<file path="config.mk">
export PLATFORM = sky130hd
export DESIGN_NAME = cache_ctrl_flat
export DESIGN_NICKNAME = d
export VERILOG_FILES = /design/src/rtl/cache_pkg.sv /design/src/rtl/cache_ctrl_if.sv /design/src/rtl/cache_stats.sv /design/src/rtl/cache_ctrl.sv /design/src/flat_wrapper.sv
export SDC_FILE = /design/constraint.sdc
export NUM_CORES = 1
export LEC_CHECK = 0
export ABC_AREA = 1
export BUFFER_PORTS_ARGS = -buffer_cell sky130_fd_sc_hd__buf_2
export CAP_MARGIN = 20
export CORE_AREA = 2 2 86 129
export DETAILED_ROUTE_END_ITERATION = 10
export DIE_AREA = 0 0 88 131
export PLACE_DENSITY = 0.79
export SLEW_MARGIN = 20
export SYNTH_ARGS = -nofsm -noshare
export SYNTH_HDL_FRONTEND = slang
export SYNTH_SLANG_ARGS = --single-unit
</file>
<file path="constraint.sdc">
create_clock -name clk -period 3.69 [get_ports clk]
set_clock_uncertainty 0.05 [all_clocks]
set_input_delay 0.5535 -clock clk [delete_from_list [all_inputs] [get_ports clk]]
set_output_delay 0.5535 -clock clk [all_outputs]
set_load 0.01 [all_outputs]
</file>
<file path="src/rtl/cache_pkg.sv">
// Shared types, constants and address helpers for the direct-mapped cache controller.
package cache_pkg;

  localparam int DEFAULT_ADDR_W  = 32;
  localparam int DEFAULT_INDEX_W = 6;

  localparam logic PRESENT = 1'b1;
  localparam logic ABSENT  = 1'b0;

  typedef enum logic [2:0] {
    FLUSH,
    IDLE,
    LOOKUP,
    MISS_REQ,
    REFILL,
    RESP
  } cache_state_t;

  // Helpers work on a 64-bit zero-extended byte address so any ADDR_W up to 64 fits.
  function automatic logic [63:0] addr_index(input logic [63:0] addr, input int index_w);
    return (addr >> 2) & ((64'd1 << index_w) - 64'd1);
  endfunction

  function automatic logic [63:0] addr_tag(input logic [63:0] addr, input int index_w);
    return addr >> (index_w + 2);
  endfunction

endpackage

</file>
<file path="src/rtl/cache_ctrl_if.sv">
// CPU-side request/response and memory refill handshake of the cache controller.
interface cache_ctrl_if #(
  parameter int ADDR_W = cache_pkg::DEFAULT_ADDR_W
);
  logic              cpu_req;
  logic [ADDR_W-1:0] cpu_addr;
  logic              cpu_ready;
  logic              cpu_rvalid;
  logic [31:0]       cpu_rdata;

  logic              mem_req;
  logic [ADDR_W-1:0] mem_addr;
  logic              mem_ack;
  logic [31:0]       mem_rdata;

  // master: the cache controller; slave: the CPU and memory around it.
  modport master (
    input  cpu_req, cpu_addr, mem_ack, mem_rdata,
    output cpu_ready, cpu_rvalid, cpu_rdata, mem_req, mem_addr
  );

  modport slave (
    output cpu_req, cpu_addr, mem_ack, mem_rdata,
    input  cpu_ready, cpu_rvalid, cpu_rdata, mem_req, mem_addr
  );
endinterface

</file>
<file path="src/rtl/cache_stats.sv">
// Saturating hit/miss counters; instantiated by cache_ctrl only under CACHE_CTRL_STATS_EN.
module cache_stats (
  input  logic        clk,
  input  logic        rst,
  input  logic        hit,
  input  logic        miss,
  output logic [31:0] hit_count,
  output logic [31:0] miss_count
);

  always_ff @(posedge clk or posedge rst) begin
    if (rst) begin
      hit_count  <= '0;
      miss_count <= '0;
    end else begin
      if (hit && hit_count != '1)
        hit_count <= hit_count + 32'd1;
      if (miss && miss_count != '1)
        miss_count <= miss_count + 32'd1;
    end
  end

endmodule

</file>
<file path="src/rtl/cache_ctrl.sv">
// Direct-mapped read-only cache controller: lookup, memory refill and invalidate-all sweep.
// Optional hit/miss counters are built when CACHE_CTRL_STATS_EN is defined.
module cache_ctrl
  import cache_pkg::*;
#(
  parameter int ADDR_W  = DEFAULT_ADDR_W,
  parameter int INDEX_W = DEFAULT_INDEX_W,
  parameter int TAG_W   = ADDR_W - INDEX_W - 2
) (
  input  logic               clk,
  input  logic               rst,
  cache_ctrl_if.master       bus,
  input  logic               flush,
  output logic [INDEX_W-1:0] ram_index,
  output logic               valid_in,
  output logic               valid_write,
  input  logic               valid_out,
  output logic [TAG_W-1:0]   tag_in,
  output logic               tag_write,
  input  logic [TAG_W-1:0]   tag_out,
  output logic [31:0]        data_in,
  output logic               data_write,
  input  logic [31:0]        data_out
`ifdef CACHE_CTRL_STATS_EN
  ,
  output logic [31:0]        hit_count,
  output logic [31:0]        miss_count
`endif
);

  cache_state_t state, state_nx;

  logic [INDEX_W-1:0] count;
  logic [INDEX_W-1:0] lat_index;
  logic [TAG_W-1:0]   lat_tag;
  logic [31:0]        cap_word;
  logic               pend;

  logic count_clr, count_inc, pend_clr, addr_load, word_load;
  logic lookup_hit;

  logic [63:0]        addr_wide, idx_wide, tag_wide;
  logic [INDEX_W-1:0] req_index;
  logic [TAG_W-1:0]   req_tag;
  logic               unused_bits;

  assign addr_wide   = 64'(bus.cpu_addr);
  assign idx_wide    = addr_index(addr_wide, INDEX_W);
  assign tag_wide    = addr_tag(addr_wide, INDEX_W);
  assign req_index   = idx_wide[INDEX_W-1:0];
  assign req_tag     = tag_wide[TAG_W-1:0];
  assign unused_bits = ^{idx_wide[63:INDEX_W], tag_wide[63:TAG_W]};

  assign lookup_hit = (valid_out == PRESENT) && (tag_out == lat_tag);

  // NOTE: state and datapath registers use non-blocking assignments so every flop
  // samples pre-edge values regardless of process ordering.
  always_ff @(posedge clk or posedge rst) begin
    if (rst) begin
      state     <= FLUSH;
      count     <= '0;
      lat_index <= '0;
      lat_tag   <= '0;
      cap_word  <= '0;
      pend      <= 1'b0;
    end else begin
      state <= state_nx;
      if (count_clr)
        count <= '0;
      else if (count_inc)
        count <= count + 1'b1;
      if (addr_load) begin
        lat_index <= req_index;
        lat_tag   <= req_tag;
      end
      if (word_load)
        cap_word <= bus.mem_rdata;
      if (pend_clr)
        pend <= 1'b0;
      else if (flush && state != IDLE && state != FLUSH)
        pend <= 1'b1;
    end
  end

  logic              ready_c, rvalid_c, mreq_c;
  logic [31:0]       rdata_c;
  logic [ADDR_W-1:0] maddr_c;

  // NOTE: every signal written here gets a default first so no path leaves it
  // unassigned; that is what keeps this block free of inferred latches.
  always_comb begin
    state_nx    = state;
    count_clr   = 1'b0;
    count_inc   = 1'b0;
    pend_clr    = 1'b0;
    addr_load   = 1'b0;
    word_load   = 1'b0;
    ready_c     = 1'b0;
    rvalid_c    = 1'b0;
    rdata_c     = '0;
    mreq_c      = 1'b0;
    maddr_c     = '0;
    ram_index   = lat_index;
    valid_in    = ABSENT;
    valid_write = 1'b0;
    tag_in      = '0;
    tag_write   = 1'b0;
    data_in     = '0;
    data_write  = 1'b0;

    unique case (state)
      FLUSH: begin
        ram_index   = count;
        valid_write = 1'b1;
        count_inc   = 1'b1;
        if (count == '1)
          state_nx = IDLE;
      end
      IDLE: begin
        ram_index = req_index;
        if (flush || pend) begin
          state_nx  = FLUSH;
          count_clr = 1'b1;
          pend_clr  = 1'b1;
        end else begin
          ready_c = 1'b1;
          if (bus.cpu_req) begin
            addr_load = 1'b1;
            state_nx  = LOOKUP;
          end
        end
      end
      LOOKUP: begin
        if (lookup_hit) begin
          rvalid_c = 1'b1;
          rdata_c  = data_out;
          state_nx = IDLE;
        end else begin
          state_nx = MISS_REQ;
        end
      end
      MISS_REQ: begin
        mreq_c  = 1'b1;
        maddr_c = {lat_tag, lat_index, 2'b00};
        if (bus.mem_ack) begin
          word_load = 1'b1;
          state_nx  = REFILL;
        end
      end
      REFILL: begin
        valid_in    = PRESENT;
        valid_write = 1'b1;
        tag_in      = lat_tag;
        tag_write   = 1'b1;
        data_in     = cap_word;
        data_write  = 1'b1;
        state_nx    = RESP;
      end
      RESP: begin
        rvalid_c = 1'b1;
        rdata_c  = cap_word;
        state_nx = IDLE;
      end
      default: state_nx = FLUSH;
    endcase

    // Outputs are forced low while rst is high so an in-flight refill request
    // drops without waiting for a clock edge.
    if (rst) begin
      ready_c     = 1'b0;
      rvalid_c    = 1'b0;
      rdata_c     = '0;
      mreq_c      = 1'b0;
      maddr_c     = '0;
      ram_index   = '0;
      valid_in    = ABSENT;
      valid_write = 1'b0;
      tag_in      = '0;
      tag_write   = 1'b0;
      data_in     = '0;
      data_write  = 1'b0;
    end
  end

  assign bus.cpu_ready  = ready_c;
  assign bus.cpu_rvalid = rvalid_c;
  assign bus.cpu_rdata  = rdata_c;
  assign bus.mem_req    = mreq_c;
  assign bus.mem_addr   = maddr_c;

`ifdef CACHE_CTRL_STATS_EN
  cache_stats u_stats (
    .clk        (clk),
    .rst        (rst),
    .hit        (state == LOOKUP && lookup_hit),
    .miss       (state == LOOKUP && !lookup_hit),
    .hit_count  (hit_count),
    .miss_count (miss_count)
  );
`endif

endmodule

</file>
<file path="src/flat_wrapper.sv">
// flat-port wrapper written by rule: the top's interface ports become plain ports
module cache_ctrl_flat import cache_pkg::*;
#(
  parameter int ADDR_W  = DEFAULT_ADDR_W,
  parameter int INDEX_W = DEFAULT_INDEX_W,
  parameter int TAG_W   = ADDR_W - INDEX_W - 2
)
  (clk, rst, flush, ram_index, valid_in, valid_write, valid_out, tag_in, tag_write, tag_out, data_in, data_write, data_out, bus_cpu_req, bus_cpu_addr, bus_mem_ack, bus_mem_rdata, bus_cpu_ready, bus_cpu_rvalid, bus_cpu_rdata, bus_mem_req, bus_mem_addr);
  cache_ctrl_if #(.ADDR_W(ADDR_W)) bus_i ();
  input  logic clk;
  input  logic rst;
  input  logic flush;
  output logic [INDEX_W-1:0] ram_index;
  output logic valid_in;
  output logic valid_write;
  input  logic valid_out;
  output logic [TAG_W-1:0] tag_in;
  output logic tag_write;
  input  logic [TAG_W-1:0] tag_out;
  output logic [31:0] data_in;
  output logic data_write;
  input  logic [31:0] data_out;
  input wire logic [$bits(bus_i.cpu_req)-1:0] bus_cpu_req;
  input wire logic [$bits(bus_i.cpu_addr)-1:0] bus_cpu_addr;
  input wire logic [$bits(bus_i.mem_ack)-1:0] bus_mem_ack;
  input wire logic [$bits(bus_i.mem_rdata)-1:0] bus_mem_rdata;
  output wire logic [$bits(bus_i.cpu_ready)-1:0] bus_cpu_ready;
  output wire logic [$bits(bus_i.cpu_rvalid)-1:0] bus_cpu_rvalid;
  output wire logic [$bits(bus_i.cpu_rdata)-1:0] bus_cpu_rdata;
  output wire logic [$bits(bus_i.mem_req)-1:0] bus_mem_req;
  output wire logic [$bits(bus_i.mem_addr)-1:0] bus_mem_addr;
  assign bus_i.cpu_req = bus_cpu_req;
  assign bus_i.cpu_addr = bus_cpu_addr;
  assign bus_i.mem_ack = bus_mem_ack;
  assign bus_i.mem_rdata = bus_mem_rdata;
  assign bus_cpu_ready = bus_i.cpu_ready;
  assign bus_cpu_rvalid = bus_i.cpu_rvalid;
  assign bus_cpu_rdata = bus_i.cpu_rdata;
  assign bus_mem_req = bus_i.mem_req;
  assign bus_mem_addr = bus_i.mem_addr;
  cache_ctrl #(.ADDR_W(ADDR_W), .INDEX_W(INDEX_W), .TAG_W(TAG_W)) u_core (.clk(clk), .rst(rst), .bus(bus_i), .flush(flush), .ram_index(ram_index), .valid_in(valid_in), .valid_write(valid_write), .valid_out(valid_out), .tag_in(tag_in), .tag_write(tag_write), .tag_out(tag_out), .data_in(data_in), .data_write(data_write), .data_out(data_out));
endmodule
</file>
==> results of run 1 <==
synthesized netlist by cell type, types with 5 or more instances:
library cell    n  share of area [%]
o22ai_1         7               0.95
dfrtp_1        72                 39
inv_1          99                8.1
a21oi_1        99                 11
nand4_1        34                4.6
buf_2          21                2.3
nor2_1        173                 14
buf_4           5               0.82
clkbuf_1       11               0.90
inv_2          16                1.3
nand2_1       122                 10
nand3_1         8               0.87
metal layers:
| layer | vias up | GRT usage [%] | routed length [um] |
|---|---|---|---|
| met5 | - | 0 | 0 |
| met4 | 0 | 10.1 | 363 |
| met3 | 30 | 4.08 | 888 |
| met2 | 185 | 42.2 | 7040 |
| met1 | 2355 | 25.9 | 5330 |
| li1 | 2649 | - | - |
registers in the layout (all words and copies together) (netlist names):
register,cells
u_core.pend,1
u_core.state,3
u_core.cap_word,32
u_core.lat_index,6
u_core.lat_tag,24
u_core.count,6
cell families (layout without fill, tap and decap cells):
kind of cell	Yosys count	after routing
xor gates and xnor gates	4	4
other	1	2
and+or+nand+nor	349	349
buffers and inverters	157	395
adders and majority gates	1	1
muxes	1	1
DFF	72	72
AOI/OAI and AO/OA	117	117
worst register-to-register path, stage by stage (launching register included):
cell	delay (ns)
dfrtp_1	0.46
nor3_4	0.26
inv_2	0.14
nor2_4	0.13
nand2_2	0.30
buf_4	0.37
nor2_1	0.17
a21oi_1	0.05
worst max-delay path by stage:
stage                                              start                end  slack, ns  depth (start not counted)
after CTS                 u_core.lat_tag[20]$_DFFE_PP0P_   bus_cpu_rdata[3]       0.67                         11
after floorplan                                      rst   bus_mem_addr[22]       0.10                          5
after global placement                       tag_out[13]   bus_cpu_rdata[3]       0.77                         13
after global routing       u_core.lat_tag[5]$_DFFE_PP0P_   bus_cpu_rdata[7]       0.44                         12
after detailed placement                     tag_out[13]   bus_cpu_rdata[3]       0.75                         13
final                        u_core.state[2]$_DFFE_PP0P_  bus_cpu_rdata[18]       0.70                          7
metrics by stage:
step	power [mW]	area, um2
2_1_floorplan	0.854	4600
3_3_place_gp	0.933	5910
3_5_place_dp	0.934	5910
4_1_cts	1.91	6240
5_1_grt	1.96	6240
6_report	1.89	6240
where the power goes:
| group | internal (mW) | leakage [nW] | switching, mW |
|---|---|---|---|
| Sequential | 0.790 | 0.685 | 0 |
| Combinational | 0.0615 | 3.08 | 0.0681 |
| Clock | 0.648 | 0.163 | 0.319 |
area by class of cell:
| type | count | area, um2 |
|---|---|---|
| flip-flops and latches | 72 | 1800 |
| clock buffers | 14 | 274 |
| well taps | 144 | 180 |
| inverters | 115 | 433 |
| multi-input cells | 474 | 2150 |
| fillers | 1051 | 4170 |
| clock inverters | 2 | 60.1 |
| repair buffers | 264 | 1350 |
==> flow_metrics.tcl, run 1 <==
set metrics [dict create \
    fin_nets 1063 \
    avgSynthCellArea_um2 6.55 \
    worstMarginPinSlew_ns 1.00 \
    hold_buffers 0 \
    grt_setup_unrepaired "no" \
    syn2layout_area_growth_pct 35.9 \
    synth_fa_ha_area_share_pct 0.272 \
    synth_xor_area_share_pct 0.762 \
    root_buffer "clkbuf_16" \
    synth_cells 702 \
    insertedDiodeCount 0 \
    final_cell_mix "254 x buf_2, 173 x nor2_1, 121 x nand2_1, 99 x a21oi_1, 98 x inv_1" \
    synth.distinct_cells 30 \
    p_leak_nw 3.93 \
    cts_resized 0 \
    crit_family "simple AND/OR/NAND/NOR gates" \
    die-area_um2 11500 \
    drt-initial-drc-count 223 \
    dp_cells 1069 \
    place_congestion 0.859 \
    cp.required_ns 3.09 \
    fin_crit_sh_pct 80.9 \
    viasPerCell 4.81 \
    synth_mux_area_share_pct 0.245 \
    synth_top_family_by_area "simple AND/OR/NAND/NOR gates" \
    synth_flop_cell "dfrtp_1" \
    hold-path-endpoint "u_core.cap_word[31]$_DFFE_PP0P_" \
    track_usage_pct 23.1 \
    max-cap-violations 0 \
    antenna_found_initial 1 \
    fin_tns_setup_ns 0 \
    dr.pass1.iters 4 \
    min_period_ns 2.99 \
    hold_path.class "in -> reg" \
    rrSetupSlack_ns 1.62 \
    drc 0 \
    die_y_um 131 \
    ys.warnings.count 0 \
    crit_path_start_kind "flop" \
    r2r_end "u_core.lat_tag[6]$_DFFE_PP0P_" \
    maxSlewHeadroom_pct 32.9 \
    whs_ns 0.406 \
    htreeDepth 3 \
    crit_fanout 19 \
    crit_chain "inv_2, nand2_1, nor2_2, buf_4, nand4_1, a21oi_1, buf_2" \
    cts_made_buffers 9 \
    dr_total_vias 5219 \
    ir_worst_vdd_mv 0.243 \
    hold_depth 2 \
    yosys.area_share.simple_pct 31.9 \
    clk_path_buf_depth 2 \
    grt_max_degree 73 \
    grt_overflow 0 \
    fin_ws_ns 0.704 \
    portBuffers 254 \
    finalWirelength_um 13600 \
    clock_sinks 72 \
    grt_pass1_wl_um 20900 \
    initial_utilization_pct 44.1 \
    rr_worst_depth 7 \
    clkLatencyLatePin_ns 0.33 \
    netlist_area_um2 4600 \
    cts_tree "built" \
    hold_start "bus_mem_rdata[31]" \
    grt_pass1_vias 4616 \
    hold_violations 0 \
    hpwl_um 10300 \
    ys_seq_area_share_pct 39.2 \
    final-instance-count-excl-fill 1085 \
    ys_ff_latch 72 \
    ios 259 \
    worst_path_largest_cell_delay_ns 0.54 \
    maxSlewViolCount 0 \
    asyncSetResetFlopFracSynth_pct 100 \
    preCtsSetupSlack_ns 0.746 \
    path_class "reg -> out" \
    cts.reportedPaths.clkPinSlew_ns 0.06 \
    p_per_area_nw_per_um2 302 \
    final_common_cell "buf_2" \
    synth-edff-count 0 \
    status "finished clean" \
    synth_compound_area_share_pct 13.3 \
    slowest_stage "nor2_2" \
    setup_viol 0 \
    ant_nets 0 \
    fmax_ghz 0.335 \
    postLayoutCoreUtil_pct 59.9 \
    cp_num_buf_inv 3 \
    rr_startpoint "u_core.state[1]$_DFFE_PP0P_" \
    num_rows 46 \
    wl_per_cell_um 12.6 \
    fp.dieW_um 88 \
    core_area_um2 10400 \
    drive_gt1_share_pct 32.5 \
    critPathArrivalTime_ns 2.38 \
    endpoint_kind "primary output" \
    post_cts_buffers 0 \
]
No activity file was read; power rests on OpenSTA's default activity.
==> run 2: changes to the inputs <==
--- a/config.mk
+++ b/config.mk
@@ -5,12 +5,12 @@
 export SDC_FILE = /design/constraint.sdc
 export NUM_CORES = 1
 export LEC_CHECK = 0
-export ABC_AREA = 1
+export ABC_AREA = 0
 export BUFFER_PORTS_ARGS = -buffer_cell sky130_fd_sc_hd__buf_2
 export CAP_MARGIN = 20
-export CORE_AREA = 2 2 86 129
+export CORE_AREA = 2 2 87 131
 export DETAILED_ROUTE_END_ITERATION = 10
-export DIE_AREA = 0 0 88 131
+export DIE_AREA = 0 0 89 133
 export PLACE_DENSITY = 0.79
 export SLEW_MARGIN = 20
 export SYNTH_ARGS = -nofsm -noshare
==> constraint.sdc (replaced) <==
create_clock -name clk -period 3 [get_ports clk]
set_clock_uncertainty 0.05 [all_clocks]
set_input_delay 0.45 -clock clk [delete_from_list [all_inputs] [get_ports clk]]
set_output_delay 0.45 -clock clk [all_outputs]
set_load 0.01 [all_outputs]
==> run 2 against run 1 <==
Net effect: worst setup slack worse by 0.56 ns; area after synthesis is 4.6% higher; via count is 9.0% lower; cell area is 3.1% higher; final cell count is 19% lower; non-clock buffer count stayed put.
==> flow_metrics.tcl, run 2 <==
set metrics [dict create \
    status "finished clean" \
    worstMarginPinSlew_ns 0.923 \
    place_congestion 0.904 \
    max-cap-violations 0 \
    num_rows 47 \
    fin_tns_setup_ns 0 \
    crit_path_start_kind "flop" \
    post_cts_buffers 0 \
    endpoint_kind "primary output" \
    netlist_area_um2 4810 \
    drt-initial-drc-count 204 \
    track_usage_pct 24.3 \
    synth_cells 505 \
    min_period_ns 2.85 \
    clock_sinks 72 \
    die-area_um2 11800 \
    wl_per_cell_um 17.0 \
    fin_crit_sh_pct 95.1 \
    hpwl_um 10900 \
    top_regs "u_core.cap_word x32, u_core.lat_tag x24" \
    grt_pass1_vias 4568 \
    ir_worst_vdd_mv 0.472 \
    cts_tree "built" \
    hold_buffers 0 \
    initial_utilization_pct 44.4 \
    root_buffer "clkbuf_16" \
    grt_setup_unrepaired "no" \
    fin_nets 859 \
    insertedDiodeCount 0 \
    dr_total_vias 4749 \
    drive_gt1_share_pct 47.8 \
    postLayoutCoreUtil_pct 59.5 \
    slowest_stage "or4_1" \
    synth-edff-count 0 \
    crit_chain "xnor2_1, nand4_1, or4_1, buf_4, o21ai_0, buf_2" \
    hold_path.class "in -> async" \
    synth_flop_cell "dfrtp_1" \
    final_cell_mix "254 x buf_2, 86 x and2_1, 72 x dfrtp_1, 40 x nand2_1" \
    antenna_found_initial 0 \
    critPathArrivalTime_ns 2.35 \
    clkLatencyLatePin_ns 0.33 \
    ys_top_cells_by_count "86 x and2_1, 72 x dfrtp_1, 40 x nand2_1" \
    maxSlewViolCount 0 \
    ant_nets 0 \
    core_area_um2 10800 \
    hold_violations 0 \
    ys.warnings.count 0 \
    cp.required_ns 2.50 \
    largest_register_ffs 32 \
    fmax_ghz 0.351 \
    asyncSetResetFlopFracSynth_pct 100 \
    syn2layout_area_growth_pct 34.0 \
    ios 259 \
    cts_made_buffers 9 \
    dr.pass1.iters 5 \
    worst_path_largest_cell_delay_ns 0.52 \
    htreeDepth 3 \
    maxSlewHeadroom_pct 38.5 \
    die_y_um 133 \
    synth_top_area_cell "dfrtp_1" \
    crit_fanout 34 \
    largest_register "u_core.cap_word" \
    clk_path_buf_depth 2 \
    cts_resized 0 \
    p_leak_nw 3.51 \
    viasPerCell 5.37 \
    drc 0 \
    final_common_cell "buf_2" \
    synth_most_common_cell "and2_1" \
    ys_seq_area_share_pct 37.5 \
    synth.distinct_cells 41 \
    ys_ff_latch 72 \
    avgSynthCellArea_um2 9.52 \
    grt_max_degree 61 \
    whs_ns 0.0474 \
    grt_overflow 0 \
    portBuffers 254 \
    cts.reportedPaths.clkPinSlew_ns 0.06 \
    synth.top_cell.area_share_pct 37.5 \
    finalWirelength_um 15000 \
    p_per_area_nw_per_um2 778 \
    fp.dieW_um 89 \
    synth_area_leaders "dfrtp_1 37%, and2_1 11%, mux2_4 9.4%, mux2_2 7.5%, nand4_1 4.8%" \
    path_class "reg -> out" \
    grt_pass1_wl_um 22300 \
    setup_viol 0 \
]
## run 2: cell types whose count changed after synthesis, moves of 16 or more
cell,change
nand2_1,-82
clkbuf_1,+24
mux2_2,+31
mux2_4,+30
inv_1,-96
a21oi_1,-98
and2_1,+86
nor2_1,-158
o21ai_0,+37
and3_1,+34
inv_2,-16
## run 2: critical path, delay by kind of cell, from the launching register on
kind            cells  cell delay, ns
compound gates      1            0.31
flops               1            0.43
buf+inv             2            0.46
xor+xnor            1            0.19
simple gates        2            0.63
## run 2: final timing paths
path	start	to	slack [ns]	cells past startpoint
min in group clk	bus_cpu_addr[16]	u_core.lat_tag[8]$_DFFE_PP0P_	0.30	2
worst min-delay path	rst	u_core.state[2]$_DFFE_PP0P_	0.05	2
max in group asynchronous	rst	u_core.cap_word[19]$_DFFE_PP0P_	2.02	3
worst max-delay path	u_core.lat_tag[1]$_DFFE_PP0P_	bus_cpu_rdata[6]	0.15	6
worst min register to register	u_core.count[5]$_DFFE_PP0P_	u_core.count[5]$_DFFE_PP0P_	0.46	1
worst max register to register	u_core.state[0]$_DFFE_PP0P_	u_core.cap_word[29]$_DFFE_PP0P_	0.79	4
## run 2: final cells by class
type / count / area, um2
clock inverters: 3 / 15.0
clock buffers: 13 / 270
repair buffers: 264 / 1360
flip-flops and latches: 72 / 1800
inverters: 3 / 12.5
fillers: 985 / 4380
well taps: 147 / 184
multi-input cells: 382 / 2800
## run 2: cells by family after synthesis
kind of cell	count (synthesis)	synth area share, %
AO/OA/AOI/OAI	51	5.99
XOR/XNOR	28	5.10
adder cells (fa/ha/maj)	1	0.260
buffers and inverters	52	5.08
flip-flops	72	37.5
multiplexers	69	18.3
other	1	0.0780
AND/OR/NAND/NOR	231	27.7
## run 2: power breakdown
part           leakage (nW)  internal [mW]  total [mW]  switching [mW]
combinational          2.47           1.07        2.08            1.00
sequential            0.891           1.44        1.92           0.480
clock                 0.145          0.623        1.01           0.387
total                  3.51           3.14        5.01            1.87
## run 2: metal layers
layer	part of all wire (%)	global-route usage, %
met1	38	27.9
met5	0	0
met4	3.4	12.5
met2	52	42.7
met3	6.0	3.24
## run 2: through the flow
stage	cells	worst slack (ns)	instance area [um2]	total power, mW
after detailed placement	868	0.351	6160	3.99
after floorplan	506	0.386	4810	3.27
after global routing	884	0.0580	6440	5.29
after CTS	884	0.159	6440	5.03
final	884	0.147	6440	5.01
after global placement	868	0.264	6150	3.87
==> run 3: changes to the inputs <==
--- a/config.mk
+++ b/config.mk
@@ -8,10 +8,10 @@
 export ABC_AREA = 0
 export BUFFER_PORTS_ARGS = -buffer_cell sky130_fd_sc_hd__buf_2
 export CAP_MARGIN = 20
-export CORE_AREA = 2 2 87 131
+export CORE_AREA = 2 2 103 105
 export DETAILED_ROUTE_END_ITERATION = 10
-export DIE_AREA = 0 0 89 133
-export PLACE_DENSITY = 0.79
+export DIE_AREA = 0 0 105 107
+export PLACE_DENSITY = 0.83
 export SLEW_MARGIN = 20
 export SYNTH_ARGS = -nofsm -noshare
 export SYNTH_HDL_FRONTEND = slang
==> constraint.sdc (replaced) <==
create_clock -name clk -period 3.7 [get_ports clk]
set_clock_uncertainty 0.05 [all_clocks]
set_input_delay 0.555 -clock clk [delete_from_list [all_inputs] [get_ports clk]]
set_output_delay 0.555 -clock clk [all_outputs]
set_load 0.01 [all_outputs]
==> run 3 against run 2 <==
Net effect: non-clock buffer count shrank 1; worst setup slack gained 0.27 ns; via count is essentially flat; first-iteration DRC count grew 66%; register-to-register slack gained 0.39 ns; power shrank 22%; sequential share of layout area grew 0.41 points; worst hold slack gained 0.34 ns; core utilization grew 3.4 points; critical endpoint is now bus_cpu_rdata[13]; largest cell class unchanged; largest power group unchanged.
==> flow_metrics.tcl, run 3 (synthesis results as in run 2) <==
set metrics [dict create \
    status "finished clean" \
    endpoint_kind "primary output" \
    fin_tns_setup_ns 0 \
    ant_nets 0 \
    cp_num_buf_inv 2 \
    syn2layout_area_growth_pct 32.1 \
    crit_path_start_kind "flop" \
    hold_buffers 0 \
    largest_register_ffs 32 \
    max-cap-violations 0 \
    maxSlewViolCount 0 \
    finalWirelength_um 15300 \
    rr_startpoint "u_core.state[0]$_DFFE_PP0P_" \
    die-area_um2 11200 \
    place_congestion 0.926 \
    r2r_end "u_core.cap_word[27]$_DFFE_PP0P_" \
    clkLatencyLatePin_ns 0.34 \
    wl_met1_um 6300 \
    maxSlewHeadroom_pct 38.1 \
    viasPerCell 5.45 \
    grt_max_degree 60 \
    cts_made_buffers 9 \
    hold-path-endpoint "u_core.lat_tag[10]$_DFFE_PP0P_" \
    insertedDiodeCount 0 \
    post_cts_buffers 0 \
    track_usage_pct 26.4 \
    finalInstanceArea_um2 6350 \
    hold_depth 2 \
    dp_cells 856 \
    preCtsSetupSlack_ns 0.814 \
    root_buffer "clkbuf_8" \
    critPathArrivalTime_ns 2.68 \
    fmax_ghz 0.304 \
    hold_violations 0 \
    top_regs "u_core.cap_word x32, u_core.lat_tag x24" \
    p_leak_nw 3.47 \
    slowest_stage "nor3b_2" \
    largest_register "u_core.cap_word" \
    drt-initial-drc-count 339 \
    setup_viol 0 \
    path_class "reg -> out" \
    core_area_um2 10100 \
    num_rows 37 \
    routed.top_layer "met4" \
    grt_overflow 0 \
    fin_crit_sh_pct 88.8 \
    p_total_mw 3.90 \
    grt_pass1_vias 4483 \
    final_common_cell "buf_2" \
    clk_path_buf_depth 2 \
    crit_fanout 24 \
    cts_tree "built" \
    postLayoutCoreUtil_pct 62.9 \
    fin_ws_ns 0.414 \
    cts.reportedPaths.clkPinSlew_ns 0.08 \
    cts_resized 0 \
    fin_nets 858 \
    die_y_um 107 \
    rr_worst_depth 3 \
    wl_per_cell_um 17.5 \
    hold_path.class "in -> reg" \
    ios 259 \
    hpwl_um 10800 \
    portBuffers 254 \
    cp.required_ns 3.09 \
    grt_setup_unrepaired "no" \
    rrSetupSlack_ns 1.18 \
    crit_start "u_core.state[0]$_DFFE_PP0P_" \
    ir_worst_vdd_mv 0.372 \
    min_period_ns 3.29 \
    initial_utilization_pct 47.6 \
    hold_start "bus_cpu_addr[18]" \
    p_per_area_nw_per_um2 614 \
    drc 0 \
    dr.pass1.iters 5 \
    wl_met2_um 7710 \
    worstMarginPinSlew_ns 0.928 \
    dr_total_vias 4751 \
    crit_family "simple AND/OR/NAND/NOR gates" \
    worst_path_largest_cell_delay_ns 0.64 \
    final-instance-count-excl-fill 872 \
    htreeDepth 3 \
    antenna_found_initial 0 \
    place_area_um2 6130 \
    final_cell_mix "254 x buf_2, 86 x and2_1, 72 x dfrtp_1, 40 x nand2_1" \
    clock_sinks 72 \
    whs_ns 0.390 \
    fp.dieW_um 105 \
    crit_chain "nor3b_2, buf_4, and3_1, nand4_1, o21ai_0, buf_2" \
    route.met3.wl_um 1020 \
    grt_pass1_wl_um 23600 \
    drive_gt1_share_pct 47.6 \
]
-- run 3: worst max path at each step --
stage                   endpoint  slack, ns  cells past startpoint
2_1_floorplan  bus_cpu_rdata[22]       0.42                      6
3_3_place_gp   bus_cpu_rdata[13]       0.87                      7
3_5_place_dp   bus_cpu_rdata[13]       0.81                      6
4_1_cts        bus_cpu_rdata[13]       0.44                      6
5_1_grt         bus_cpu_rdata[4]       0.25                      6
6_report       bus_cpu_rdata[13]       0.41                      6
-- run 3: area by class of cell --
class                   count  area (um2)
repair buffers            263        1350
inverters                   3        12.5
clock inverters             4        51.3
well taps                 136         170
flip-flops and latches     72        1800
multi-input cells         382        2800
fillers                   881        3740
clock buffers              12         165
-- run 3: per-layer routing --
| layer | track usage [%] | vias to the layer above |
|---|---|---|
| met5 | 0 | - |
| met4 | 9.14 | 0 |
| met3 | 3.89 | 22 |
| met2 | 44.9 | 233 |
| met1 | 34.3 | 2299 |
| li1 | - | 2197 |
-- run 3: power breakdown --
| group | switching (mW) | total, mW | internal, mW |
|---|---|---|---|
| clock network | 0.297 | 0.664 | 0.367 |
| logic | 0.794 | 1.64 | 0.844 |
| registers | 0.428 | 1.59 | 1.17 |
